`src/rtl/hdmi_pkg.sv`:
```
// Shared constants, packet types and bit-level helpers for the HDMI data-island path.
package hdmi_pkg;
  localparam logic [7:0] BCH_POLY   = 8'h83;
  localparam int         PKT_CYCLES = 32;
  localparam int         CS_FRAMES  = 192;
  localparam logic [7:0] PT_NULL    = 8'h00;
  localparam logic [7:0] PT_AUDIO   = 8'h02;

  typedef logic [23:0] hdr_t;
  typedef logic [55:0] sp_t;
  typedef enum logic {ST_IDLE, ST_SEND} st_t;

  function automatic logic [7:0] bch_step(input logic [7:0] e, input logic b);
    return {1'b0, e[7:1]} ^ ((e[0] ^ b) ? BCH_POLY : 8'h00);
  endfunction

  // SB6 layout: {Pr, Cr, 0, 0, Pl, Cl, 0, 0}; parity covers sample and status bit
  function automatic sp_t audio_sp(input logic [23:0] l24, input logic [23:0] r24,
                                   input logic cl, input logic cr);
    logic pl, pr;
    pl = ^{l24, cl};
    pr = ^{r24, cr};
    return {pr, cr, 2'b00, pl, cl, 2'b00, r24, l24};
  endfunction
endpackage

```
`src/rtl/hdmi_bch8.sv`:
```
// Serial BCH ECC accumulator; consumes one or two bits per enabled cycle.
module hdmi_bch8
  import hdmi_pkg::*;
(
  input  logic       clk,
  input  logic       rst,
  input  logic       clr,
  input  logic       en,
  input  logic       two,
  input  logic [1:0] d,
  output logic [7:0] ecc
);
  logic [7:0] r_e;
  logic [7:0] w_s1, w_s2;

  // Feeding e[0] (and e[1]) back as data yields a plain right shift for ECC readout.
  assign w_s1 = bch_step(r_e, d[0]);
  assign w_s2 = bch_step(w_s1, d[1]);
  assign ecc  = r_e;

  always_ff @(posedge clk)
    if (rst || clr) r_e <= '0;
    else if (en)    r_e <= two ? w_s2 : w_s1;
endmodule

```
`src/rtl/hdmi_island_packer.sv`:
```
// Data-island packet builder: sample FIFO, packet select (aux/audio/null), 32-cycle serialiser.
module hdmi_island_packer
  import hdmi_pkg::*;
#(
  parameter int           SAMPLE_W   = 16,
  parameter int           FIFO_DEPTH = 8,
  parameter int           MAX_SP     = 4,
  parameter logic [191:0] CS_L       = 192'h0202100004,
  parameter logic [191:0] CS_R       = 192'h0202200004
)(
  input  logic                          clk,
  input  logic                          rst,
  input  logic                          s_valid,
  output logic                          s_ready,
  input  logic [2*SAMPLE_W-1:0]         s_data,
  input  logic                          aux_valid,
  output logic                          aux_ready,
  input  logic [23:0]                   aux_hdr,
  input  logic [223:0]                  aux_body,
  input  logic                          slot_start,
  output logic                          busy,
  output logic                          pkt_first,
  output logic                          hdr_bit,
  output logic [3:0]                    ch1,
  output logic [3:0]                    ch2,
  output logic [$clog2(FIFO_DEPTH):0]   fill,
  output logic                          slot_err
);
  localparam int AW  = $clog2(FIFO_DEPTH);
  localparam int FW  = AW + 1;
  localparam int NSP = 4;

  logic [2*SAMPLE_W-1:0] r_mem [FIFO_DEPTH];
  logic [AW-1:0]         r_wr, r_rd;
  logic [FW-1:0]         r_fill;
  logic [7:0]            r_csb;
  st_t                   r_state;
  logic [4:0]            r_cnt;
  logic                  r_err;
  hdr_t                  r_hdr;
  sp_t [NSP-1:0]         r_sp;

  logic                  w_busy, w_push, w_accept, w_sel_aux, w_sel_aud, w_hbit;
  logic [2:0]            w_n, w_pop;
  logic [3:0]            w_present, w_b;
  logic [8:0]            w_csb_sum;
  logic [7:0]            w_ehdr;
  hdr_t                  w_aud_hdr;
  sp_t [NSP-1:0]         w_aud_sp;
  logic [NSP-1:0][1:0]   w_spbit;
  logic [NSP-1:0][7:0]   w_esp;

  assign w_busy    = (r_state == ST_SEND);
  assign w_push    = s_valid && s_ready;
  // The last SEND cycle may accept the next slot so packets run back to back.
  assign w_accept  = slot_start && (!w_busy || r_cnt == 5'(PKT_CYCLES-1));
  assign w_sel_aux = aux_valid && (r_fill < FW'(FIFO_DEPTH/2));
  assign w_sel_aud = !w_sel_aux && (r_fill != '0);
  assign w_n       = (r_fill >= FW'(MAX_SP)) ? 3'(MAX_SP) : 3'(r_fill);
  assign w_pop     = (w_accept && w_sel_aud) ? w_n : 3'd0;
  assign w_present = 4'((5'd1 << w_n) - 5'd1);
  assign w_csb_sum = {1'b0, r_csb} + 9'(w_n);
  assign w_aud_hdr = {w_b, 4'b0000, 4'b0000, w_present, PT_AUDIO};

  for (genvar k = 0; k < NSP; k++) begin : g_sp
    logic [AW-1:0]         w_idx;
    logic [2*SAMPLE_W-1:0] w_smp;
    logic [8:0]            w_c9;
    logic [7:0]            w_csbk;
    logic                  w_here;

    assign w_idx  = r_rd + AW'(k);
    assign w_smp  = r_mem[w_idx];
    assign w_c9   = {1'b0, r_csb} + 9'(k);
    assign w_csbk = (w_c9 >= 9'(CS_FRAMES)) ? 8'(w_c9 - 9'(CS_FRAMES)) : w_c9[7:0];
    assign w_here = (3'(k) < w_n);
    assign w_b[k] = w_here && (w_csbk == 8'd0);
    assign w_aud_sp[k] = w_here ?
      audio_sp(24'(w_smp[SAMPLE_W-1:0]) << (24-SAMPLE_W),
               24'(w_smp[2*SAMPLE_W-1:SAMPLE_W]) << (24-SAMPLE_W),
               CS_L[w_csbk], CS_R[w_csbk]) : '0;

    assign w_spbit[k] = (r_cnt < 5'd28) ? r_sp[k][1:0] : w_esp[k][1:0];
    assign ch1[k]     = w_busy && w_spbit[k][0];
    assign ch2[k]     = w_busy && w_spbit[k][1];

    hdmi_bch8 u_bch (
      .clk (clk), .rst (rst), .clr (w_accept), .en (w_busy),
      .two (1'b1), .d (w_spbit[k]), .ecc (w_esp[k])
    );
  end

  assign w_hbit = (r_cnt < 5'd24) ? r_hdr[0] : w_ehdr[0];

  hdmi_bch8 u_bch_hdr (
    .clk (clk), .rst (rst), .clr (w_accept), .en (w_busy),
    .two (1'b0), .d ({1'b0, w_hbit}), .ecc (w_ehdr)
  );

  assign busy      = w_busy;
  assign pkt_first = w_busy && (r_cnt == 5'd0);
  assign hdr_bit   = w_busy && w_hbit;
  assign fill      = r_fill;
  assign s_ready   = (r_fill != FW'(FIFO_DEPTH));
  assign slot_err  = r_err;
  assign aux_ready = !rst && w_accept && w_sel_aux;

  always_ff @(posedge clk)
    if (w_push) r_mem[r_wr] <= s_data;

  always_ff @(posedge clk) begin
    if (rst) begin
      r_wr    <= '0;
      r_rd    <= '0;
      r_fill  <= '0;
      r_csb   <= '0;
      r_state <= ST_IDLE;
      r_cnt   <= '0;
      r_err   <= 1'b0;
      r_hdr   <= '0;
      r_sp    <= '0;
    end else begin
      if (w_push) r_wr <= r_wr + AW'(1);
      r_rd   <= r_rd + AW'(w_pop);
      r_fill <= r_fill + FW'(w_push) - FW'(w_pop);
      if (w_pop != 3'd0)
        r_csb <= (w_csb_sum >= 9'(CS_FRAMES)) ? 8'(w_csb_sum - 9'(CS_FRAMES)) : w_csb_sum[7:0];
      if (slot_start && !w_accept) r_err <= 1'b1;

      if (w_accept) begin
        r_state <= ST_SEND;
        r_cnt   <= '0;
        if (w_sel_aux) begin
          r_hdr <= aux_hdr;
          r_sp  <= aux_body;
        end else if (w_sel_aud) begin
          r_hdr <= w_aud_hdr;
          r_sp  <= w_aud_sp;
        end else begin
          r_hdr <= {16'h0000, PT_NULL};
          r_sp  <= '0;
        end
      end else if (w_busy) begin
        r_cnt <= r_cnt + 5'd1;
        r_hdr <= r_hdr >> 1;
        for (int k = 0; k < NSP; k++) r_sp[k] <= r_sp[k] >> 2;
        if (r_cnt == 5'(PKT_CYCLES-1)) r_state <= ST_IDLE;
      end
    end
  end
endmodule

```
`config.mk`:
```
export PLATFORM = sky130hd
export DESIGN_NAME = hdmi_island_packer
export DESIGN_NICKNAME = d
export VERILOG_FILES = /design/src/rtl/hdmi_pkg.sv /design/src/rtl/hdmi_bch8.sv /design/src/rtl/hdmi_island_packer.sv
export SDC_FILE = /design/constraint.sdc
export NUM_CORES = 1
export LEC_CHECK = 0
export CORE_ASPECT_RATIO = 0.5
export CORE_MARGIN = 4
export CORE_UTILIZATION = 53
export CTS_CLUSTER_DIAMETER = 200
export DETAILED_ROUTE_END_ITERATION = 16
export GPL_TIMING_DRIVEN = 0
export PLACE_DENSITY = 0.76
export SLEW_MARGIN = 15
export SYNTH_ARGS = -nofsm -noshare
export SYNTH_HDL_FRONTEND = slang
export SYNTH_SLANG_ARGS = --single-unit
```
`constraint.sdc`:
```
create_clock -name clk -period 5.6 [get_ports clk]
set_clock_uncertainty 0.2 [all_clocks]
set_input_delay 1.68 -clock clk [delete_from_list [all_inputs] [get_ports clk]]
set_output_delay 1.68 -clock clk [all_outputs]
set_load 0.03 [all_outputs]
```
==> impl_metrics.toml <==
[sta]
fmax_mhz = 179
relSlewSlack_pct = 15.8
grt_setup_unrepaired = "false"
slew_viol_final = 0
finalSetupViolCount = 0
hold_viol_final = 0
fin_setup_tns_ps = 0
fin_crit_sh_pct = 99.8
hold_ws_ps = 261
period_needed_ps = 5590
tightestPinTransition_ps = 1260

[floorplan]
dieArea_sq_um = 62900
rows = 62
core_sq_um = 57700
fp.dieW_um = 351
ioPinCount = 303
die_h_um = 179
initial_core_util_pct = 53.9

[clock_tree]
worstSkewPairLatency_ps = 630
cts_hold_buf = 0
clock_sinks = 569
htreeDepth = 2
cts_tree = "yes"
cts_buffer_depth = 3
post_cts_buffers = 0
cts_made_buffers = 51
cts-root-buf = "clkbuf_16"
path_clk_slew_ps = 70

[synth]
synth-async-reset-ratio_pct = 0
syn_area_sq_um = 31100
synth_cells = 2838
synth_seq_cells = 569
synth_warnings = 0
yosysSeqAreaShare_pct = 44.8
synth_fp_nets = 3152
avgSynthCellArea_sq_um = 11.0
synthFlopType = "dfxtp_1"
synth.distinct_cells = 65
synth_edf_count = 256

[power]
vdd_drop_max_v = 0.000344
p_per_area_nw_per_um2 = 407
power_leakage_nw = 13.1
p_total_mw = 15.2

[route]
drc = 0
wl_um = 117000
drt_iter0_drc = 4092
first_pass_iters = 12
postRouteAntennaNets = 0
vias_per_cell = 6.68
vias = 26915
wl_per_cell_um = 29.1

[worst_hold_path]
min-delay-start = "r_hdr[11]$_SDFFE_PP0P_"
hp-class = "flip-flop to flip-flop"
hold_depth = 2
hold_path_end = "r_hdr[11]$_SDFFE_PP0P_"

[placed_design]
dpl_cell_area_sq_um = 35400
finalWeightedCongestion = 0.983
hpwl_um = 88800
io_buffers = 300
dp_cells = 3931

[global_route]
grt_pass1_wl_um = 167000
grt_pass1_vias = 25398
grt_max_degree = 21
antenna_found_initial = 7
gr-total-overflow = 0
track_usage_pct = 36.1

[cells_and_area]
final_cells = 4028
finalNetCount = 3529
area_delta_synth_final_pct = 19.8
stdcell_area_sq_um = 37300
layout-drive-gt1-share_pct = 13.4

[worst_setup_path]
startpoint_type = "input port"
r2r_cells = 19
crit_arrival_ps = 3710
r2r_end = "r_sp[107]$_SDFFE_PP0P_"
required_ps = 3720
r2r_setup_slack_ps = 70
critical_path_class = "input port to primary output"
r2r_start = "r_rd[0]$_SDFF_PP0_"
endpoint_kind = "primary output"
crit_fanout = 14

[outcome]
outcome = "complete, no violations"

[job]
cap_violations = 0
-- critical path: stages --
cell           delay [ps]
clkbuf_2              260
nand2_2               290
clkbuf_2              370
buf_1                 340
nor3_2                310
dlygate4sd2_1         450
-- area by class of cell --
| class | instances | area [sq um] |
|---|---|---|
| Clock inverter | 32 | 469 |
| Timing Repair Buffer | 325 | 3260 |
| Clock buffer | 59 | 1340 |
| Sequential cell | 569 | 14000 |
| Fill cell | 4481 | 20400 |
| Antenna cell | 7 | 17.5 |
| Multi-Input combinational cell | 1954 | 15900 |
| Buffer | 259 | 1220 |
| Inverter | 55 | 206 |
| Tap cell | 768 | 961 |
-- registers in the layout, indices dropped and copies added (netlist names) --
name,flops
r_rd,3
r_csb,8
r_hdr,24
u_bch_hdr.ecc,8
g_sp.u_bch.ecc,32
fill,4
busy,1
slot_err,1
r_sp,224
r_wr,3
r_mem,256
r_cnt,5
-- logic make-up after synthesis --
kind of cell | count (synthesis) | synth area share (%)
adder cells (fa/ha/maj) | 29 | 1.24
flip-flops | 569 | 44.8
AND/OR/NAND/NOR | 756 | 12.4
XOR/XNOR | 162 | 5.55
buffers and inverters | 315 | 4.55
AO/OA/AOI/OAI | 593 | 12.6
multiplexers | 414 | 18.9
-- report_power, final --
part | switching (mW) | internal [mW]
Sequential | 0.241 | 4.71
Clock | 1.73 | 2.23
Combinational | 3.65 | 2.61
Total | 5.62 | 9.55
-- what timing repair did --
item / in CTS / in global routing
endpoints found under the hold margin: 0 / 0
pin swaps: 0 / 0
setup endpoints to repair: 3 / 2
gates resized for setup: 11 / 7
-- per-stage QoR --
stage	utilization [%]	worst slack (ps)
final	64.6	12.2
after global routing	64.6	6.62
after CTS	64.5	10.7
after detailed placement	61.4	-838
after global placement	60.8	-2400
after floorplan	-	418
-- cell usage after synthesis (all sizes together), types with 10 or more instances --
cell type | n | area, sq um
mux4 | 126 | 2840
nor3b | 91 | 683
a211oi | 18 | 135
nand2b | 69 | 432
nor2b | 23 | 144
mux2 | 121 | 1360
xor3 | 15 | 357
a311oi | 23 | 201
dfxtp | 313 | 6270
nor4 | 10 | 62.6
nor3 | 144 | 721
clkbuf | 198 | 743
xor2 | 52 | 455
inv | 53 | 199
o311a | 19 | 190
o221a | 11 | 124
o22ai | 21 | 131
ha | 26 | 325
a222oi | 58 | 581
and3 | 31 | 194
mux2i | 167 | 1670
nor2 | 173 | 649
a31oi | 17 | 106
o21ai | 156 | 781
nand3 | 44 | 220
nand2 | 136 | 510
xnor2 | 89 | 780
buf | 62 | 465
edfxtp | 256 | 7690
o211a | 30 | 300
a21oi | 187 | 936
o211ai | 18 | 135
-- metal layers --
layer	part of all wire (%)	global-route usage, %	vias up	wire [um]
met4	5.0	15.6	0	5810
met1	37	46.8	13126	43500
met3	15	13.8	344	17200
met2	43	54.5	1960	50600
met5	0	0	-	0
li1	-	-	11485	-
-- cells in the final DEF (no fill, tap or decap), types with 118 or more instances in the layout --
master / Yosys / routed
mux2i_1: 167 / 167
edfxtp_1: 256 / 256
nor3_1: 144 / 137
clkbuf_1: 198 / 195
clkdlybuf4s50_1: 0 / 299
dfxtp_1: 313 / 313
o21ai_0: 156 / 156
nand2_1: 136 / 135
mux2_2: 118 / 118
nor2_1: 173 / 170
mux4_2: 125 / 125
a21oi_1: 187 / 187
-- how the worst max path moves through the flow --
stage,from,endpoint,cells past startpoint,slack (ps)
5_1_grt,r_rd[1]$_SDFF_PP0_,r_sp[219]$_SDFFE_PP0P_,16,7
6_report,slot_start,aux_ready,6,10
3_5_place_dp,slot_start,aux_ready,7,-840
2_1_floorplan,slot_start,aux_ready,6,420
3_3_place_gp,s_valid,r_mem[3][26]$_DFFE_PP_,3,-2400
4_1_cts,r_rd[0]$_SDFF_PP0_,r_sp[219]$_SDFFE_PP0P_,20,10
Note: power is estimated with default switching activity, not from simulation.
